===== src/rtl/hex_display_arbiter_pkg.sv =====
// Shared definitions for the hex byte display arbiter: FSM states and
// default constants.
package hex_display_arbiter_pkg;

    typedef enum logic {
        ST_IDLE  = 1'b0,
        ST_GRANT = 1'b1
    } state_e;

    // 0.5 s at 100 MHz
    localparam int DEFAULT_HOLD_CYCLES = 50000000;
    localparam logic [7:0] BLANK_BYTE = 8'h00;

endpackage


===== src/rtl/hex_display_arbiter_if.sv =====
// Requester/display bus of the hex display arbiter: per-requester level
// requests and bytes in, one-hot grant, owner and selected byte out.
interface hex_display_arbiter_if #(
    parameter int NUM_REQ = 4
);
    localparam int IDX_W = $clog2(NUM_REQ);

    logic [NUM_REQ-1:0]        req;
    logic [NUM_REQ-1:0][7:0]   req_byte;
    logic [NUM_REQ-1:0]        grant;
    logic                      busy;
    logic [IDX_W-1:0]          owner;
    logic [7:0]                hex_byte;

    modport master (
        output req, req_byte,
        input  grant, busy, owner, hex_byte
    );

    modport slave (
        input  req, req_byte,
        output grant, busy, owner, hex_byte
    );

endinterface


===== src/rtl/hex_rr_picker.sv =====
// Combinational round-robin picker: first requester after base, wrapping,
// with base itself searched last.
module hex_rr_picker #(
    parameter int NUM_REQ = 4,
    parameter int IDX_W   = $clog2(NUM_REQ)
) (
    input  logic [NUM_REQ-1:0] req,
    input  logic [IDX_W-1:0]   base,
    output logic               any,
    output logic [IDX_W-1:0]   pick
);

    logic [IDX_W-1:0] cand;

    // Walk from the farthest offset down so the nearest hit wins.
    always_comb begin
        any  = 1'b0;
        pick = base;
        cand = base;
        for (int k = NUM_REQ; k >= 1; k--) begin
            cand = IDX_W'((int'(base) + k) % NUM_REQ);
            if (req[cand]) begin
                any  = 1'b1;
                pick = cand;
            end
        end
    end

endmodule


===== src/rtl/hex_display_arbiter.sv =====
// Round-robin owner of the 2-digit hex display with a minimum time slice
// per grant; all outputs are registered.
module hex_display_arbiter
    import hex_display_arbiter_pkg::*;
#(
    parameter int NUM_REQ     = 4,
    parameter int HOLD_CYCLES = DEFAULT_HOLD_CYCLES
) (
    input  logic                clk,
    input  logic                rst_n,
    hex_display_arbiter_if.slave bus
);

    localparam int IDX_W = $clog2(NUM_REQ);
    localparam int CNT_W = $clog2(HOLD_CYCLES + 1);
    localparam logic [CNT_W-1:0] HOLD_LAST  = CNT_W'(HOLD_CYCLES - 1);
    localparam logic [IDX_W-1:0] OWNER_RST  = IDX_W'(NUM_REQ - 1);

    state_e             state_q, state_d;
    logic [IDX_W-1:0]   owner_q, owner_d;
    logic [CNT_W-1:0]   cnt_q, cnt_d;
    logic [7:0]         hex_q, hex_d;
    logic [NUM_REQ-1:0] grant_q, grant_d;
    logic [NUM_REQ-1:0] owner_oh;
    logic [IDX_W-1:0]   pick;
    logic               any;
    logic               others;
    logic               hold_done;

    hex_rr_picker #(
        .NUM_REQ (NUM_REQ),
        .IDX_W   (IDX_W)
    ) u_picker (
        .req  (bus.req),
        .base (owner_q),
        .any  (any),
        .pick (pick)
    );

    always_comb begin
        owner_oh          = '0;
        owner_oh[owner_q] = 1'b1;
    end

    // Owner is searched last, so whenever others is set the pick is a non-owner.
    assign others    = |(bus.req & ~owner_oh);
    assign hold_done = (cnt_q == HOLD_LAST);

    always_comb begin
        state_d = state_q;
        owner_d = owner_q;
        cnt_d   = cnt_q;
        hex_d   = hex_q;
        unique case (state_q)
            ST_IDLE: begin
                if (any) begin
                    state_d = ST_GRANT;
                    owner_d = pick;
                    cnt_d   = '0;
                    hex_d   = bus.req_byte[pick];
                end
            end
            ST_GRANT: begin
                if (!hold_done) begin
                    cnt_d = cnt_q + 1'b1;
                    if (bus.req[owner_q])
                        hex_d = bus.req_byte[owner_q];
                end else if (others) begin
                    owner_d = pick;
                    cnt_d   = '0;
                    hex_d   = bus.req_byte[pick];
                end else if (bus.req[owner_q]) begin
                    hex_d = bus.req_byte[owner_q];
                end else begin
                    state_d = ST_IDLE;
                end
            end
            default: state_d = ST_IDLE;
        endcase
    end

    always_comb begin
        grant_d = '0;
        if (state_d == ST_GRANT)
            grant_d[owner_d] = 1'b1;
    end

    always_ff @(posedge clk or negedge rst_n) begin
        if (!rst_n) begin
            state_q <= ST_IDLE;
            owner_q <= OWNER_RST;
            cnt_q   <= '0;
            hex_q   <= BLANK_BYTE;
            grant_q <= '0;
        end else begin
            state_q <= state_d;
            owner_q <= owner_d;
            cnt_q   <= cnt_d;
            hex_q   <= hex_d;
            grant_q <= grant_d;
        end
    end

    assign bus.grant    = grant_q;
    assign bus.busy     = (state_q == ST_GRANT);
    assign bus.owner    = owner_q;
    assign bus.hex_byte = hex_q;

endmodule


===== src/flat_wrapper.sv =====
// flat-port wrapper written by rule: the top's interface ports become plain ports
module hex_display_arbiter_flat import hex_display_arbiter_pkg::*;
#(
    parameter int NUM_REQ     = 4,
    parameter int HOLD_CYCLES = DEFAULT_HOLD_CYCLES
)
  (clk, rst_n, bus_req, bus_req_byte, bus_grant, bus_busy, bus_owner, bus_hex_byte);
  hex_display_arbiter_if #(.NUM_REQ(NUM_REQ)) bus_i ();
  input  logic clk;
  input  logic rst_n;
  input wire logic [$bits(bus_i.req)-1:0] bus_req;
  input wire logic [$bits(bus_i.req_byte)-1:0] bus_req_byte;
  output wire logic [$bits(bus_i.grant)-1:0] bus_grant;
  output wire logic [$bits(bus_i.busy)-1:0] bus_busy;
  output wire logic [$bits(bus_i.owner)-1:0] bus_owner;
  output wire logic [$bits(bus_i.hex_byte)-1:0] bus_hex_byte;
  assign bus_i.req = bus_req;
  assign bus_i.req_byte = bus_req_byte;
  assign bus_grant = bus_i.grant;
  assign bus_busy = bus_i.busy;
  assign bus_owner = bus_i.owner;
  assign bus_hex_byte = bus_i.hex_byte;
  hex_display_arbiter #(.NUM_REQ(NUM_REQ), .HOLD_CYCLES(HOLD_CYCLES)) u_core (.clk(clk), .rst_n(rst_n), .bus(bus_i));
endmodule

===== config.mk =====
export PLATFORM = sky130hd
export DESIGN_NAME = hex_display_arbiter_flat
export DESIGN_NICKNAME = d
export VERILOG_FILES = /design/src/rtl/hex_display_arbiter_pkg.sv /design/src/rtl/hex_display_arbiter_if.sv /design/src/rtl/hex_rr_picker.sv /design/src/rtl/hex_display_arbiter.sv /design/src/flat_wrapper.sv
export SDC_FILE = /design/constraint.sdc
export NUM_CORES = 1
export LEC_CHECK = 0
export ABC_AREA = 1
export CORE_ASPECT_RATIO = 1.1
export CORE_MARGIN = 10
export CORE_UTILIZATION = 35
export DETAILED_ROUTE_END_ITERATION = 8
export PLACE_DENSITY = 0.6
export SLEW_MARGIN = 25
export SYNTH_ARGS = -nofsm -noshare
export SYNTH_HDL_FRONTEND = slang
export SYNTH_SLANG_ARGS = --single-unit

===== constraint.sdc =====
create_clock -name clk -period 3.05 [get_ports clk]
set_clock_uncertainty 0.15 [all_clocks]
set_input_delay 0.61 -clock clk [delete_from_list [all_inputs] [get_ports clk]]
set_output_delay 0.61 -clock clk [all_outputs]
set_load 0.02 [all_outputs]

# Word-level counts from Yosys, hierarchy flattened
# Index checks and enable logic that the tools add are counted.
# W data, S select, Z words.
dict set report totals {
  elab_cells 74
  reg_bits 41
  output_inout_bits 15
  inputBits 38
}
dict set report classes {
  mux 45
  reduce_logical 4
  n_addsub 5
  bitwise 3
  order_cmp 9
  eq_ne 3
}
# op count
set ops {}
lappend ops {{$mux W26} 3}
lappend ops {{$pmux W26 S2} 1}
lappend ops {{$mux W8} 6}
lappend ops {{$bmux W8 S2} 2}
lappend ops {{$add A26 B1 Y26 const B} 1}
lappend ops {{$eq A26 B26 Y1 const B} 1}
lappend ops {{$lt A2 B3 Y1 const B} 7}
lappend ops {{$pmux W8 S2} 1}
lappend ops {{$mux W1} 15}
lappend ops {{$mux W2} 7}
lappend ops {{$bmux W1 S2} 5}
lappend ops {{$add A2 B1 Y2 const B} 2}
lappend ops {{$add A2 B2 Y2 const B} 2}
lappend ops {{$and A4 B4 Y4} 1}
lappend ops {{$demux W1 S2} 2}
lappend ops {{$ge A2 B1 Y1 const B} 2}
lappend ops {{$mux W4} 1}
lappend ops {{$not A4 Y4} 1}
lappend ops {{$pmux W2 S2} 1}
lappend ops {{$reduce_or A4 Y1} 1}
lappend ops {{$ne A3 B3 Y1 const B} 1}
lappend ops {{$logic_and A1 B1 Y1} 2}
lappend ops {{$ne A2 B1 Y1 const B} 1}
lappend ops {{$pmux W1 S2} 1}
lappend ops {{other kinds (2)} 2}

# Logic depth before layout (Yosys ltp)
dict set report logic_depth {
  word_depth 15
  depth_mapped 17
  mapped_depth_nobuf 14
}

# Hierarchy
# From an unflattened synthesis, not the netlist that was laid out.
dict set report hier_totals {
  hier_cells 573
  area_unflattened_um2 3573.4
}
# module area_each_um2 n_inst cells_per_inst seq_area_each_um2
set by_module_without_submodules {}
lappend by_module_without_submodules {hex_display_arbiter 3359.5 1 527 1028.5}
lappend by_module_without_submodules {hex_rr_picker 214.0 1 46 0.0}

# Worst setup path before layout
# OpenSTA, ideal clock, no wires.
dict set report synth_timing {
  path_type {register to register}
  startpoint {register u_core.owner_q[0] (netlist: u_core.bus.owner[0])}
  endpoint {register u_core.hex_q[6] (netlist: u_core.bus.hex_byte[6])}
  n_path_buf 3
  t_arrival_ns 2.317
  setup_time_ns 0.116
  synth_period_minus_slack_ns 2.584
  required_time_ns 2.784
  slack_ns 0.466
  path_stages_with_launch 18
  cell_sequence {dfstp_2 inv_2 buf_6 clkbuf_1 ha_1 inv_1 nand3_1 nand2_1 inv_2 nand2_1 nand3_4 nand2_4 buf_6 nand2_1 nand3_1 nand3_1 nand2_1 nand2_1}
}
dict set report synth_between {
  elab_chain_cells 12
  word_cells_on_any_way 40
  cone_classes {4 x add/sub; 2 x order compare; 1 x eq/ne; 29 x mux; 2 x bitwise; 2 x reduce/logical}
}
# element line
set synth_rtl {}
lappend synth_rtl {{from (decl)} hex_display_arbiter.sv:20} ;# logic [IDX_W-1:0] owner_q, owner_d;
lappend synth_rtl {{from (signal assigned)} hex_display_arbiter.sv:97} ;# owner_q <= owner_d;
lappend synth_rtl {{$add A2 B1 Y2} hex_rr_picker.sv:21} ;# cand = IDX_W'((int'(base) + k) % NUM_REQ);
lappend synth_rtl {{$bmux W1 S2} hex_rr_picker.sv:22} ;# if (req[cand]) begin
lappend synth_rtl {{$mux W1 (implied by the code)} hex_rr_picker.sv:22}
lappend synth_rtl {{$mux W2 (4 in series)} hex_rr_picker.sv:22}
lappend synth_rtl {{$bmux W8 S2} {hex_display_arbiter.sv:60, hex_display_arbiter.sv:71}}
lappend synth_rtl {{$mux W8 (implied by the code)} {hex_display_arbiter.sv:60, hex_display_arbiter.sv:71}}
lappend synth_rtl {{$mux W8} hex_display_arbiter.sv:68} ;# end else if (others) begin
lappend synth_rtl {{$mux W8} hex_display_arbiter.sv:64} ;# if (!hold_done) begin
lappend synth_rtl {{$pmux W8 S2} hex_display_arbiter.sv:54} ;# unique case (state_q)
lappend synth_rtl {{to (signal assigned)} hex_display_arbiter.sv:93} ;# hex_q <= BLANK_BYTE;
lappend synth_rtl {{to (signal assigned)} hex_display_arbiter.sv:99} ;# hex_q <= hex_d;
lappend synth_rtl {{to (decl)} hex_display_arbiter.sv:22} ;# logic [7:0] hex_q, hex_d;
# Several ways; a longest one is shown, not always the timed one. The select of a mux whose other input is x is not followed.
# A chain may end at the register's enable or synchronous reset.

# Worst setup path after layout
dict set report layout_timing {
  startpoint {register u_core.owner_q[0] (netlist: u_core.bus.owner[0])}
  endpoint {output bus_owner[0]}
}
# element line
set layout_rtl {}
lappend layout_rtl {{to (decl)} flat_wrapper.sv:15} ;# output wire logic [$bits(bus_i.owner)-1:0] bus_owner;
# No word-level cell between the ends.

==> run_summary.xml <==
<?xml version="1.0" encoding="UTF-8"?>
<metrics>
  <group name="floorplan">
    <metric name="initial_core_util" unit="">0.363</metric>
    <metric name="chipHeight" unit="um">121</metric>
    <metric name="core_area" unit="sq um">9010</metric>
    <metric name="fp.dieW" unit="um">112</metric>
    <metric name="floorplan.die_area" unit="sq um">13600</metric>
    <metric name="io-pin-count" unit="">53</metric>
    <metric name="floorplan.rows" unit="">36</metric>
  </group>
  <group name="cells_and_area">
    <metric name="mostFrequentLayoutCell" unit="">sky130_fd_sc_hd__nand2_1</metric>
    <metric name="layout_cells_sized_above_1" unit="">0.0871</metric>
    <metric name="fin_nets" unit="">570</metric>
    <metric name="areaGrowthSynthToFinish" unit="%">21.5</metric>
    <metric name="final_cell_mix" unit="">sky130_fd_sc_hd__nand2_1, sky130_fd_sc_hd__nand3_1, sky130_fd_sc_hd__inv_1, sky130_fd_sc_hd__clkdlybuf4s50_1, sky130_fd_sc_hd__dfrtp_1</metric>
    <metric name="num_antenna_cells" unit="">0</metric>
  </group>
  <group name="yosys">
    <metric name="yosysSeqAreaShare" unit="">0.314</metric>
    <metric name="synthesized_net_count" unit="">523</metric>
    <metric name="yosysWarnings" unit="">0</metric>
    <metric name="synth_cell_type_count" unit="">43</metric>
    <metric name="syn-cell-area" unit="sq um">3270</metric>
    <metric name="post_synth.cell_area_avg" unit="sq um">6.81</metric>
    <metric name="yosysTopAreaCellShare" unit="">0.298</metric>
    <metric name="synth_top_cells_by_area" unit="">sky130_fd_sc_hd__dfrtp_1, sky130_fd_sc_hd__nand2_1, sky130_fd_sc_hd__nand3_1</metric>
    <metric name="ys_ff_latch" unit="">41</metric>
    <metric name="post_synth_inst_count" unit="">480</metric>
    <metric name="netlist.top_cell.by_area" unit="">sky130_fd_sc_hd__dfrtp_1</metric>
  </group>
  <group name="cts">
    <metric name="clock_sinks" unit="">41</metric>
    <metric name="postCtsSetupBuffers" unit="">0</metric>
    <metric name="clock_transition_at_the_registers_of_the_reported_paths" unit="ns">0.09</metric>
    <metric name="cts_tree" unit="">built</metric>
    <metric name="root_buffer" unit="">sky130_fd_sc_hd__clkbuf_8</metric>
    <metric name="ctsLongestPathBuffers" unit="">2</metric>
    <metric name="clkLatencyLatePin" unit="ns">0.30</metric>
    <metric name="post_cts_resize_count" unit="">0</metric>
    <metric name="number_of_levels_the_h_tree_was_split_into" unit="">2</metric>
    <metric name="tritoncts.num_buffers" unit="">5</metric>
    <metric name="number_of_buffers_inserted_by_hold_repair_at_cts" unit="">0</metric>
  </group>
  <group name="global_route">
    <metric name="first_pass_grt_wire_length" unit="mm">15.7</metric>
    <metric name="grt_antenna_before_repair" unit="">0</metric>
    <metric name="globalRoute.totalOverflow" unit="">0</metric>
    <metric name="global_route_usage_over_all_layers" unit="">0.134</metric>
    <metric name="grt_start_max_net_pins" unit="">42</metric>
    <metric name="grt_pass1_vias" unit="">3142</metric>
  </group>
  <group name="detailed_routing">
    <metric name="routed_wire_length_per_instance" unit="um">14.5</metric>
    <metric name="route.final.wire_length" unit="mm">9.34</metric>
    <metric name="wl_met3" unit="um">565</metric>
    <metric name="drcViolationCount" unit="">0</metric>
    <metric name="dr.pass1.iters" unit="">6</metric>
    <metric name="ant_nets" unit="">0</metric>
    <metric name="wl_met1" unit="mm">4.42</metric>
    <metric name="via_count" unit="">3345</metric>
    <metric name="met2_wirelength" unit="mm">4.25</metric>
    <metric name="topRoutingLayerUsed" unit="">met4</metric>
    <metric name="avgViaCountPerCell" unit="">5.21</metric>
    <metric name="detailedRoute.firstIterationViolations" unit="">244</metric>
  </group>
  <group name="critical_path">
    <metric name="timing.critical_path.cells" unit="">buf_4 &gt; clkdlybuf4s50_1</metric>
    <metric name="cp_data_arrival_time" unit="ns">1.87</metric>
    <metric name="timing.setup.critical_path_class" unit="">register to output port</metric>
    <metric name="critPathMaxFanout" unit="">29</metric>
    <metric name="timing.critical_path.to_type" unit="">output port</metric>
    <metric name="worst-endpoint-required" unit="ns">2.29</metric>
    <metric name="cp_max_stage_delay" unit="ns">0.67</metric>
    <metric name="cpMaxStageDelayCell" unit="">sky130_fd_sc_hd__clkdlybuf4s50_1</metric>
    <metric name="cp-start-kind" unit="">register</metric>
  </group>
  <group name="placed_design">
    <metric name="gp_congestion" unit="">0.904</metric>
    <metric name="io_buffer_count" unit="">52</metric>
    <metric name="hpwlAfterDp" unit="mm">7.01</metric>
    <metric name="pre_cts_ws" unit="ns">0.371</metric>
  </group>
  <group name="sta">
    <metric name="timing.slew.headroom" unit="">0.635</metric>
    <metric name="setup-tns-final" unit="ns">0</metric>
    <metric name="hold_viol" unit="">0</metric>
    <metric name="timing_max_transition_violations_final" unit="">0</metric>
    <metric name="setup_viol_count_final" unit="">0</metric>
    <metric name="min_period" unit="ns">2.63</metric>
    <metric name="finalWorstSetupSlack" unit="ns">0.416</metric>
    <metric name="max_freq" unit="GHz">0.380</metric>
    <metric name="worstMarginPinSlew" unit="ns">0.548</metric>
    <metric name="grt_setup_unrepaired" unit="">false</metric>
    <metric name="post-route-period-util" unit="">0.864</metric>
  </group>
  <group name="run_status">
    <metric name="outcome" unit="">complete, no violations</metric>
  </group>
  <group name="power_and_ir_drop">
    <metric name="total_leakage_power" unit="nW">1.91</metric>
    <metric name="power.density" unit="nW/um^2">322</metric>
    <metric name="power.ir.vdd_worst" unit="mV">0.276</metric>
  </group>
  <group name="job">
    <metric name="count_of_maximum_capacitance_violations" unit="">0</metric>
  </group>
  <group name="min_path">
    <metric name="hold_path.class" unit="">primary input to async pin</metric>
  </group>
</metrics>
-- worst max-delay path: cells and delay by family (launching register included) --
| kind | cells | cell delay, ns |
|---|---|---|
| DFF | 1 | 0.59 |
| buffers and inverters | 2 | 0.98 |
-- per-stage QoR --
step                std cells  hold WS [ns]  power, W  cell area [sq um]  utilization
floorplan                 480         0.164  0.000707               3270            -
global placement          634         0.341  0.000823               3850        0.427
detailed placement        634         0.345  0.000823               3850        0.427
CTS                       642         0.346   0.00130               3970        0.441
global route              642         0.177   0.00134               3970        0.441
finish                    642         0.139   0.00128               3970        0.441
-- Yosys cell counts, drive strengths merged --
| master | n |
|---|---|
| o21ai | 31 |
| and2 | 3 |
| nor3 | 10 |
| a22o | 1 |
| o211ai | 11 |
| nand3b | 10 |
| dfstp | 2 |
| ha | 5 |
| nand3 | 58 |
| clkbuf | 1 |
| dfrtp | 39 |
| o21a | 1 |
| nand2 | 134 |
| a21oi | 25 |
| nor4 | 1 |
| o22ai | 5 |
| inv | 60 |
| a211oi | 6 |
| buf | 16 |
| and3 | 1 |
| nor3b | 1 |
| xor2 | 4 |
| nor2 | 40 |
| a22oi | 2 |
| a31oi | 2 |
| nand4 | 11 |
-- area by class of cell --
type                    instances  area [sq um]
fillers                       943          5040
inverters                      60           225
clock inverters                 2          37.5
multi-input cells             362          1900
flip-flops and latches         41          1030
well taps                     114           143
repair buffers                 57           556
clock buffers                   6          82.6
-- registers in the layout, summed over array words and instances, names as in the netlist --
register,flops
u_core.bus.grant,4
u_core.bus.owner,2
u_core.bus.busy,1
u_core.cnt_q,26
u_core.bus.hex_byte,8
-- final timing paths --
check	start	end	cells past startpoint	slack (ns)
max	u_core.bus.owner[0]	bus_owner[0]	2	0.42
min	rst_n	u_core.cnt_q[17]	1	0.14
max reg2reg	u_core.bus.owner[0]	u_core.bus.hex_byte[5]	14	0.43
min reg2reg	u_core.cnt_q[0]	u_core.cnt_q[0]	1	0.35
max in group asynchronous	rst_n	u_core.bus.owner[0]	1	2.24
min in group clk	u_core.cnt_q[0]	u_core.cnt_q[0]	1	0.35
-- cell families (layout without fill, tap and decap cells) --
kind of cell / after synthesis / in the layout / share of synthesized area
buffers and inverters: 77 / 125 / 0.104
flip-flops: 41 / 41 / 0.314
XOR/XNOR: 4 / 4 / 0.0107
adder cells (fa/ha/maj): 5 / 5 / 0.0191
AO/OA/AOI/OAI: 84 / 84 / 0.152
AND/OR/NAND/NOR: 269 / 269 / 0.399
-- layer usage --
| metal | global-route usage | up-vias |
|---|---|---|
| li1 | - | 1693 |
| met1 | 0.182 | 1521 |
| met2 | 0.215 | 122 |
| met3 | 0.0237 | 9 |
| met4 | 0.0325 | 0 |
| met5 | 0 | - |
-- power by group --
| group | internal (W) | switching, W |
|---|---|---|
| registers | 0.000557 | 0.0000124 |
| logic | 0.000114 | 0.000130 |
| clock network | 0.000266 | 0.000199 |
(Power assumes the default switching activity.)
